[config.mk]
export PLATFORM = sky130hd
export DESIGN_NAME = seven_seg_scanner
export DESIGN_NICKNAME = d
export VERILOG_FILES = /design/src/rtl/hanoi_disp_pkg.sv /design/src/rtl/bcd_to_seg.sv /design/src/rtl/seven_seg_scanner.sv
export SDC_FILE = /design/constraint.sdc
export NUM_CORES = 1
export LEC_CHECK = 0
export ABC_CLOCK_PERIOD_IN_PS = 4100
export CAP_MARGIN = 30
export CELL_PAD_IN_SITES_DETAIL_PLACEMENT = 0
export CELL_PAD_IN_SITES_GLOBAL_PLACEMENT = 1
export CORE_ASPECT_RATIO = 1.75
export CORE_UTILIZATION = 41
export DETAILED_ROUTE_END_ITERATION = 16
export HOLD_SLACK_MARGIN = 0.06
export PLACE_DENSITY = 0.87
export SLEW_MARGIN = 10
export SYNTH_ARGS = -nofsm -noshare
export SYNTH_HDL_FRONTEND = slang
export SYNTH_SLANG_ARGS = --single-unit
export TNS_END_PERCENT = 30
[constraint.sdc]
create_clock -name clock -period 4.1 [get_ports clock]
set_clock_uncertainty 0.1 [all_clocks]
set_input_delay 0.82 -clock clock [delete_from_list [all_inputs] [get_ports clock]]
set_output_delay 0.82 -clock clock [all_outputs]
set_load 0.005 [all_outputs]
[src/rtl/hanoi_disp_pkg.sv]
// Shared display constants for the Hanoi game's 7-segment stage:
// active-low segment encodings, digit count and digit-group typing.
package hanoi_disp_pkg;

  localparam int NUM_DIGITS = 8;

  localparam logic [7:0] SEG_BLANK = 8'hFF;
  localparam logic [7:0] DIG_OFF   = 8'hFF;

  // Active-low gfedcba patterns.
  localparam logic [6:0] SEG_0    = 7'b1000000;
  localparam logic [6:0] SEG_1    = 7'b1111001;
  localparam logic [6:0] SEG_2    = 7'b0100100;
  localparam logic [6:0] SEG_3    = 7'b0110000;
  localparam logic [6:0] SEG_4    = 7'b0011001;
  localparam logic [6:0] SEG_5    = 7'b0010010;
  localparam logic [6:0] SEG_6    = 7'b0000010;
  localparam logic [6:0] SEG_7    = 7'b1111000;
  localparam logic [6:0] SEG_8    = 7'b0000000;
  localparam logic [6:0] SEG_9    = 7'b0010000;
  localparam logic [6:0] SEG_DASH = 7'b0111111;

  typedef enum logic {
    GRP_TIME  = 1'b0,
    GRP_MOVES = 1'b1
  } digit_grp_e;

  // Digits 0-3 carry MM.SS, digits 4-7 carry the move count.
  function automatic digit_grp_e grp_of(input logic [2:0] idx);
    return idx[2] ? GRP_MOVES : GRP_TIME;
  endfunction

endpackage

[src/rtl/bcd_to_seg.sv]
// Combinational BCD to active-low 7-segment decoder; values above 9
// render as a dash so corrupted digits are visible rather than misleading.
module bcd_to_seg
  import hanoi_disp_pkg::*;
(
  input  logic [3:0] value,
  output logic [6:0] seg
);

  always_comb begin
    seg = SEG_DASH;
    case (value)
      4'd0: seg = SEG_0;
      4'd1: seg = SEG_1;
      4'd2: seg = SEG_2;
      4'd3: seg = SEG_3;
      4'd4: seg = SEG_4;
      4'd5: seg = SEG_5;
      4'd6: seg = SEG_6;
      4'd7: seg = SEG_7;
      4'd8: seg = SEG_8;
      4'd9: seg = SEG_9;
      default: seg = SEG_DASH;
    endcase
  end

endmodule

[src/rtl/seven_seg_scanner.sv]
// 8-digit multiplexed common-anode display driver for the Hanoi game:
// scan timing with dead time, per-frame snapshot, zero blanking, record blink.
module seven_seg_scanner
  import hanoi_disp_pkg::*;
#(
  parameter int CLK_HZ      = 50_000_000,
  parameter int SCAN_HZ     = 8000,
  parameter int DEAD_CYCLES = 64,
  parameter int BLINK_HZ    = 2
) (
  input  logic       clock,
  input  logic       RESET,
  input  logic [7:0] TIME_NUM0,
  input  logic [7:0] TIME_NUM1,
  input  logic [7:0] TIME_NUM2,
  input  logic [7:0] TIME_NUM3,
  input  logic [7:0] MOVES_NUM0,
  input  logic [7:0] MOVES_NUM1,
  input  logic [7:0] MOVES_NUM2,
  input  logic [7:0] MOVES_NUM3,
  input  logic [7:0] BEST_TIME_NUM0,
  input  logic [7:0] BEST_TIME_NUM1,
  input  logic [7:0] BEST_TIME_NUM2,
  input  logic [7:0] BEST_TIME_NUM3,
  input  logic [7:0] BEST_MOVE_NUM0,
  input  logic [7:0] BEST_MOVE_NUM1,
  input  logic [7:0] BEST_MOVE_NUM2,
  input  logic [7:0] BEST_MOVE_NUM3,
  input  logic       SHOW_BEST,
  input  logic       WON,
  input  logic       REC_BREAK_TIME,
  input  logic       REC_BREAK_MOVE,
  output logic [7:0] SEG,
  output logic [7:0] DIG
);

  localparam int SCAN_DIV  = (CLK_HZ / SCAN_HZ < 4) ? 4 : CLK_HZ / SCAN_HZ;
  localparam int BLINK_DIV = (CLK_HZ / (2 * BLINK_HZ) < 2) ? 2 : CLK_HZ / (2 * BLINK_HZ);
  localparam int PW        = $clog2(SCAN_DIV);
  localparam int BW        = $clog2(BLINK_DIV);

  localparam logic [PW-1:0] P_LAST = PW'(SCAN_DIV - 1);
  localparam logic [PW-1:0] P_DEAD = PW'(DEAD_CYCLES);
  localparam logic [BW-1:0] B_LAST = BW'(BLINK_DIV - 1);

  logic [PW-1:0]              prescaler;
  logic [2:0]                 slot_idx;
  logic [BW-1:0]              blink_cnt;
  logic                       blink_on;
  logic [NUM_DIGITS-1:0][7:0] snap_digits;
  logic                       snap_best;
  logic [7:0]                 seg_q;
  logic [7:0]                 dig_q;

  logic                       scan_wrap;
  logic                       frame_wrap;
  logic                       blink_wrap;
  logic [NUM_DIGITS-1:0][7:0] src_digits;
  logic [7:0]                 cur_digit;
  logic [3:0]                 dec_val;
  logic [6:0]                 seg_pat;
  logic                       dp_lit;
  logic                       lz4;
  logic                       lz5;
  logic                       lz6;
  logic                       zero_blank;
  logic                       blink_blank;
  logic [7:0]                 seg_d;
  logic [7:0]                 dig_d;

  assign scan_wrap  = (prescaler == P_LAST);
  assign frame_wrap = scan_wrap && (slot_idx == 3'd7);
  assign blink_wrap = (blink_cnt == B_LAST);

  // Digit 7 sits in the MSB lane so snap_digits[i] is display digit i.
  always_comb begin
    src_digits = '0;
    if (SHOW_BEST) begin
      src_digits = {BEST_MOVE_NUM3, BEST_MOVE_NUM2, BEST_MOVE_NUM1, BEST_MOVE_NUM0,
                    BEST_TIME_NUM3, BEST_TIME_NUM2, BEST_TIME_NUM1, BEST_TIME_NUM0};
    end else begin
      src_digits = {MOVES_NUM3, MOVES_NUM2, MOVES_NUM1, MOVES_NUM0,
                    TIME_NUM3, TIME_NUM2, TIME_NUM1, TIME_NUM0};
    end
  end

  // The full 8-bit value is range-checked so e.g. 18 cannot alias to 2.
  assign cur_digit = snap_digits[slot_idx];
  assign dec_val   = (cur_digit > 8'd9) ? 4'hF : cur_digit[3:0];

  bcd_to_seg u_bcd_to_seg (
    .value (dec_val),
    .seg   (seg_pat)
  );

  assign dp_lit = (slot_idx == 3'd1) || ((slot_idx == 3'd7) && snap_best);

  assign lz4 = (snap_digits[4] == 8'd0);
  assign lz5 = lz4 && (snap_digits[5] == 8'd0);
  assign lz6 = lz5 && (snap_digits[6] == 8'd0);

  always_comb begin
    zero_blank = 1'b0;
    case (slot_idx)
      3'd4:    zero_blank = lz4;
      3'd5:    zero_blank = lz5;
      3'd6:    zero_blank = lz6;
      default: zero_blank = 1'b0;
    endcase
  end

  // Blink qualifiers are live so a record flag shows up mid-frame.
  always_comb begin
    blink_blank = 1'b0;
    if (!blink_on && WON) begin
      if (grp_of(slot_idx) == GRP_TIME) blink_blank = REC_BREAK_TIME;
      else                              blink_blank = REC_BREAK_MOVE;
    end
  end

  always_comb begin
    seg_d = {~dp_lit, seg_pat};
    dig_d = DIG_OFF;
    if ((prescaler >= P_DEAD) && !zero_blank && !blink_blank) begin
      dig_d = ~(8'd1 << slot_idx);
    end
  end

  always_ff @(posedge clock) begin
    if (RESET) begin
      prescaler   <= '0;
      slot_idx    <= 3'd0;
      blink_cnt   <= '0;
      blink_on    <= 1'b1;
      snap_digits <= '0;
      snap_best   <= 1'b0;
      seg_q       <= SEG_BLANK;
      dig_q       <= DIG_OFF;
    end else begin
      prescaler <= scan_wrap ? '0 : prescaler + 1'b1;
      if (scan_wrap) begin
        slot_idx <= slot_idx + 3'd1;
      end
      if (frame_wrap) begin
        snap_digits <= src_digits;
        snap_best   <= SHOW_BEST;
      end
      blink_cnt <= blink_wrap ? '0 : blink_cnt + 1'b1;
      if (blink_wrap) begin
        blink_on <= ~blink_on;
      end
      seg_q <= seg_d;
      dig_q <= dig_d;
    end
  end

  assign SEG = seg_q;
  assign DIG = dig_q;

endmodule

==> results by stage <==
Floorplanning:
- The effective utilization at floorplan is a little over two fifths.
- The core region is ~15,000 um2.
- The number of rows created at floorplan is 59.
- The floorplan step set the die height to around 170 um.
- The die is between 90 and 100 um wide.
- Pin placement for this block handled 150 I/O pins.
- The die covers about 16,000 um2.

Layout:
- After the last flow step, the layout net total stands at 950.
- Counting the fill cells in the layout gives between 1,000 and 1,500.
- For this run, the number of standard cells in the final layout without fillers is 999.
- The combined area of the multi-input logic cells is 3580 um2.
- The share of cells above drive strength 1 is between 20% and 30%.
- The number of diodes is 0.
- Relative to the synthesized area, the layout overhead comes to 32.7%.
- The area used by sequential logic in the layout is between 2000 and 2500 um2.
- The share of the core filled with cells in the final layout is ~56%.
- The top cell types in the final layout, fill and taps aside, are clkdlybuf4s50_1, dfxtp_1, nand2_1.
- The leading cell type in the layout, fill and taps excluded is clkdlybuf4s50_1.

Placement:
- The port buffer count is between 100 and 150.
- The number of placed instances with taps included is 967.
- OpenSTA, run right after detailed placement, puts the worst setup slack at between 0.9 and 1 ns.
- The sum of net half-perimeters after detailed placement is ~12 mm.
- The congestion estimate from routability-driven global placement came to 0.853.

Timing:
- For the pin with the worst max-slew slack, the measured transition is a little over 0.9 ns.
- Timing would allow up to between 0.3 and 0.4 GHz.
- Setup repair after global routing left no endpoint under its margin.
- The final count of hold timing violations is 0.
- After layout, the worst path uses a little under 80% of the clock period.
- The worst hold slack after final layout is 0.351 ns.
- The worst path needs 3.16 ns of the cycle, external delays included.
- Setup violations remaining at the end of the flow were counted as 0.
- The final max-slew violation count is 0.
- The max-slew headroom at the worst pin is 37.8%.
- The final total negative setup slack is 0 ns.
- The worst setup slack after layout is roughly 0.94 ns.

Clock tree:
- For this design, the CTS-stage hold fixing added 0 buffers.
- The clock transition time at the flip-flop clock pins of the worst setup and hold paths is approximately 0.06 ns.
- The number of setup buffers added after CTS is 0.
- The TritonCTS clock tree is built.
- The latest clock arrival within the worst-skew pair is 0.42 ns.
- The maximum clock insertion buffer count is 2.
- In this run the number of H-tree levels came out at 4.
- The clock root buffer master is clkbuf_16.
- The CTS buffer count is 17.
- The post-cts sizing count is 0.
- Counting every sink on the clock net gives between 100 and 150.

Global routing:
- The via count of the first global-routing pass is about 5,400.
- For this run the aggregate overflow at the end of global routing stands at 0.
- Entering global routing, the biggest net connects 66 pins.
- The first global-routing pass estimated roughly 25 mm of wire.
- The initial antenna violation count is 0.
- The global routing usage summed across all routing layers is approximately a fifth.

Yosys:
- The net count of the mapped netlist is roughly 820.
- The share of flip-flops with an asynchronous set or reset after synthesis is 0%.
- Averaged over all synthesized cells, the footprint is 9.45 um2.
- After synthesis, flip-flops and latches occupy 38.5% of the total area.
- Counting flops with a built-in enable in the synthesized netlist gives 0.
- Synthesis produced between 600 and 700 cells.
- The post-synthesis cell type count is between 40 and 50.
- The summed instance area of the synthesized netlist is about 6400 um2.
- The main flop type after synthesis is dfxtp_1.
- Yosys printed 0 warnings.
- Counting flops and latches in the post-synthesis netlist gives 122.

Worst setup path:
- The startpoint identified for the worst register-to-register timing path is slot_idx[0].
- For the worst setup path, the data arrival time is between 3 and 4 ns.
- STA classifies the critical path endpoint as a register.
- The classification of the worst setup path is register to register.
- The launch point of the worst path is slot_idx[0].
- Along the worst path, the maximum fanout reaches 17.
- The nature of the critical path startpoint is a register.
- STA puts the critical path data required time at 4.26 ns.

Routing:
- The remaining number of nets flagged by the antenna check after routing is 0.
- The total wire length is approximately 15 mm.
- The first-iteration detailed-routing DRC count is ~140.
- Before antenna repair, the detailed router went through 5 iterations.
- The routed length per instance is 15.2 um.
- Across all layers, the routed design uses 5,195 vias.
- In the routed layout, each cell is associated on average with a via count of between 5 and 6.
- For this run, design rule violations remaining after detail routing come to 0.

Pwr:
- The worst-case IR drop observed on VDD is about 0.22 mV.
- The static leakage power is around 0.0029 uW.
- In this run the power density over the cells is 351 nW/um2.

Job:
- The number of maximum-capacitance violations is 0.

Status:
- The run finished with clean final reports.

Min path:
- The worst hold path startpoint is snap_digits[47].
- The path class of the tightest hold or removal check is register to register.
## Yosys cell counts (all sizes together) (2+ instances only)
| cell | count | share of area (%) |
|---|---|---|
| or4 | 7 | 0.83 |
| mux4 | 8 | 3.0 |
| nand3 | 20 | 1.6 |
| inv | 11 | 0.65 |
| nand4b | 2 | 0.28 |
| and2 | 6 | 0.63 |
| mux2i | 7 | 1.7 |
| mux2 | 66 | 12 |
| ha | 13 | 2.6 |
| nor2 | 50 | 3.0 |
| xor2 | 20 | 2.8 |
| nand2 | 153 | 11 |
| buf | 22 | 3.5 |
| o21ai | 4 | 0.32 |
| nor3b | 2 | 0.41 |
| xnor2 | 12 | 1.7 |
| a31o | 2 | 0.28 |
| or3 | 4 | 0.39 |
| a21oi | 71 | 8.6 |
| and3 | 8 | 0.79 |
| nand4 | 17 | 1.7 |
| clkbuf | 18 | 1.1 |
| nor3 | 5 | 0.39 |
| nor4 | 9 | 1.2 |
| o211ai | 2 | 0.24 |
| dfxtp | 122 | 38 |
| a2111oi | 4 | 0.55 |
## routing by layer
layer  GRT usage [%]  wire length [um]  share of wire, %  vias to the layer above
met5               0                 0                 0                        -
met4            6.75               329               2.2                        0
met2            38.7              8970                59                      111
li1                -                 -                 -                     2577
met1            19.4              5430                36                     2479
met3            4.02               473               3.1                       28
## kinds of logic (layout without fill, tap and decap cells)
logic type | count (synthesis) | in the layout | share of synthesized area, %
compound gates | 87 | 87 | 10.4
xor+xnor | 32 | 32 | 4.41
fa+ha+maj | 13 | 13 | 2.56
buf+inv | 51 | 195 | 5.20
flops | 122 | 122 | 38.5
mux | 81 | 81 | 16.4
simple gates | 286 | 286 | 22.5
## flip-flops by register name, indices dropped and copies added (netlist names)
name	count
prescaler	13
blink_on	1
blink_cnt	24
snap_best	1
snap_digits	64
slot_idx	3
SEG	8
DIG	8
## power by group
group | internal [uW] | total (uW) | switching, uW
logic | 168 | 248 | 79.8
clock network | 985 | 1510 | 523
registers | 1190 | 1200 | 7.31
## critical path, stage by stage (launching register included)
cell and delay [ns]:
dfxtp_1 0.81, mux4_2 0.61, mux2i_1 0.43, o21ai_1 0.13
inv_1 0.09, nand2_1 0.08, ha_1 0.28, o32ai_1 0.35
nand3_1 0.11
## layout make-up
type                            count  area share, %
Inverter                           11          0.490
Clock inverter                     11           1.72
Sequential cell                   122           29.0
Tap cell                          183           2.72
Timing Repair Buffer              152           18.2
Multi-Input combinational cell    499           42.5
Clock buffer                       21           5.46
## through the flow
stage / power (uW) / area, um2
after global placement: 1470 / 7800
after global routing: 3060 / 8430
final: 2960 / 8430
after detailed placement: 1480 / 7830
after CTS: 2980 / 8430
after floorplan: 1330 / 6350
## worst paths after layout
check,endpoint,cells after the start,slack (ns)
max reg2reg,SEG[5],8,0.94
max,SEG[5],8,0.94
min reg2reg,snap_digits[47],2,0.35
min,snap_digits[47],2,0.35
No activity file was read; power rests on OpenSTA's default activity.
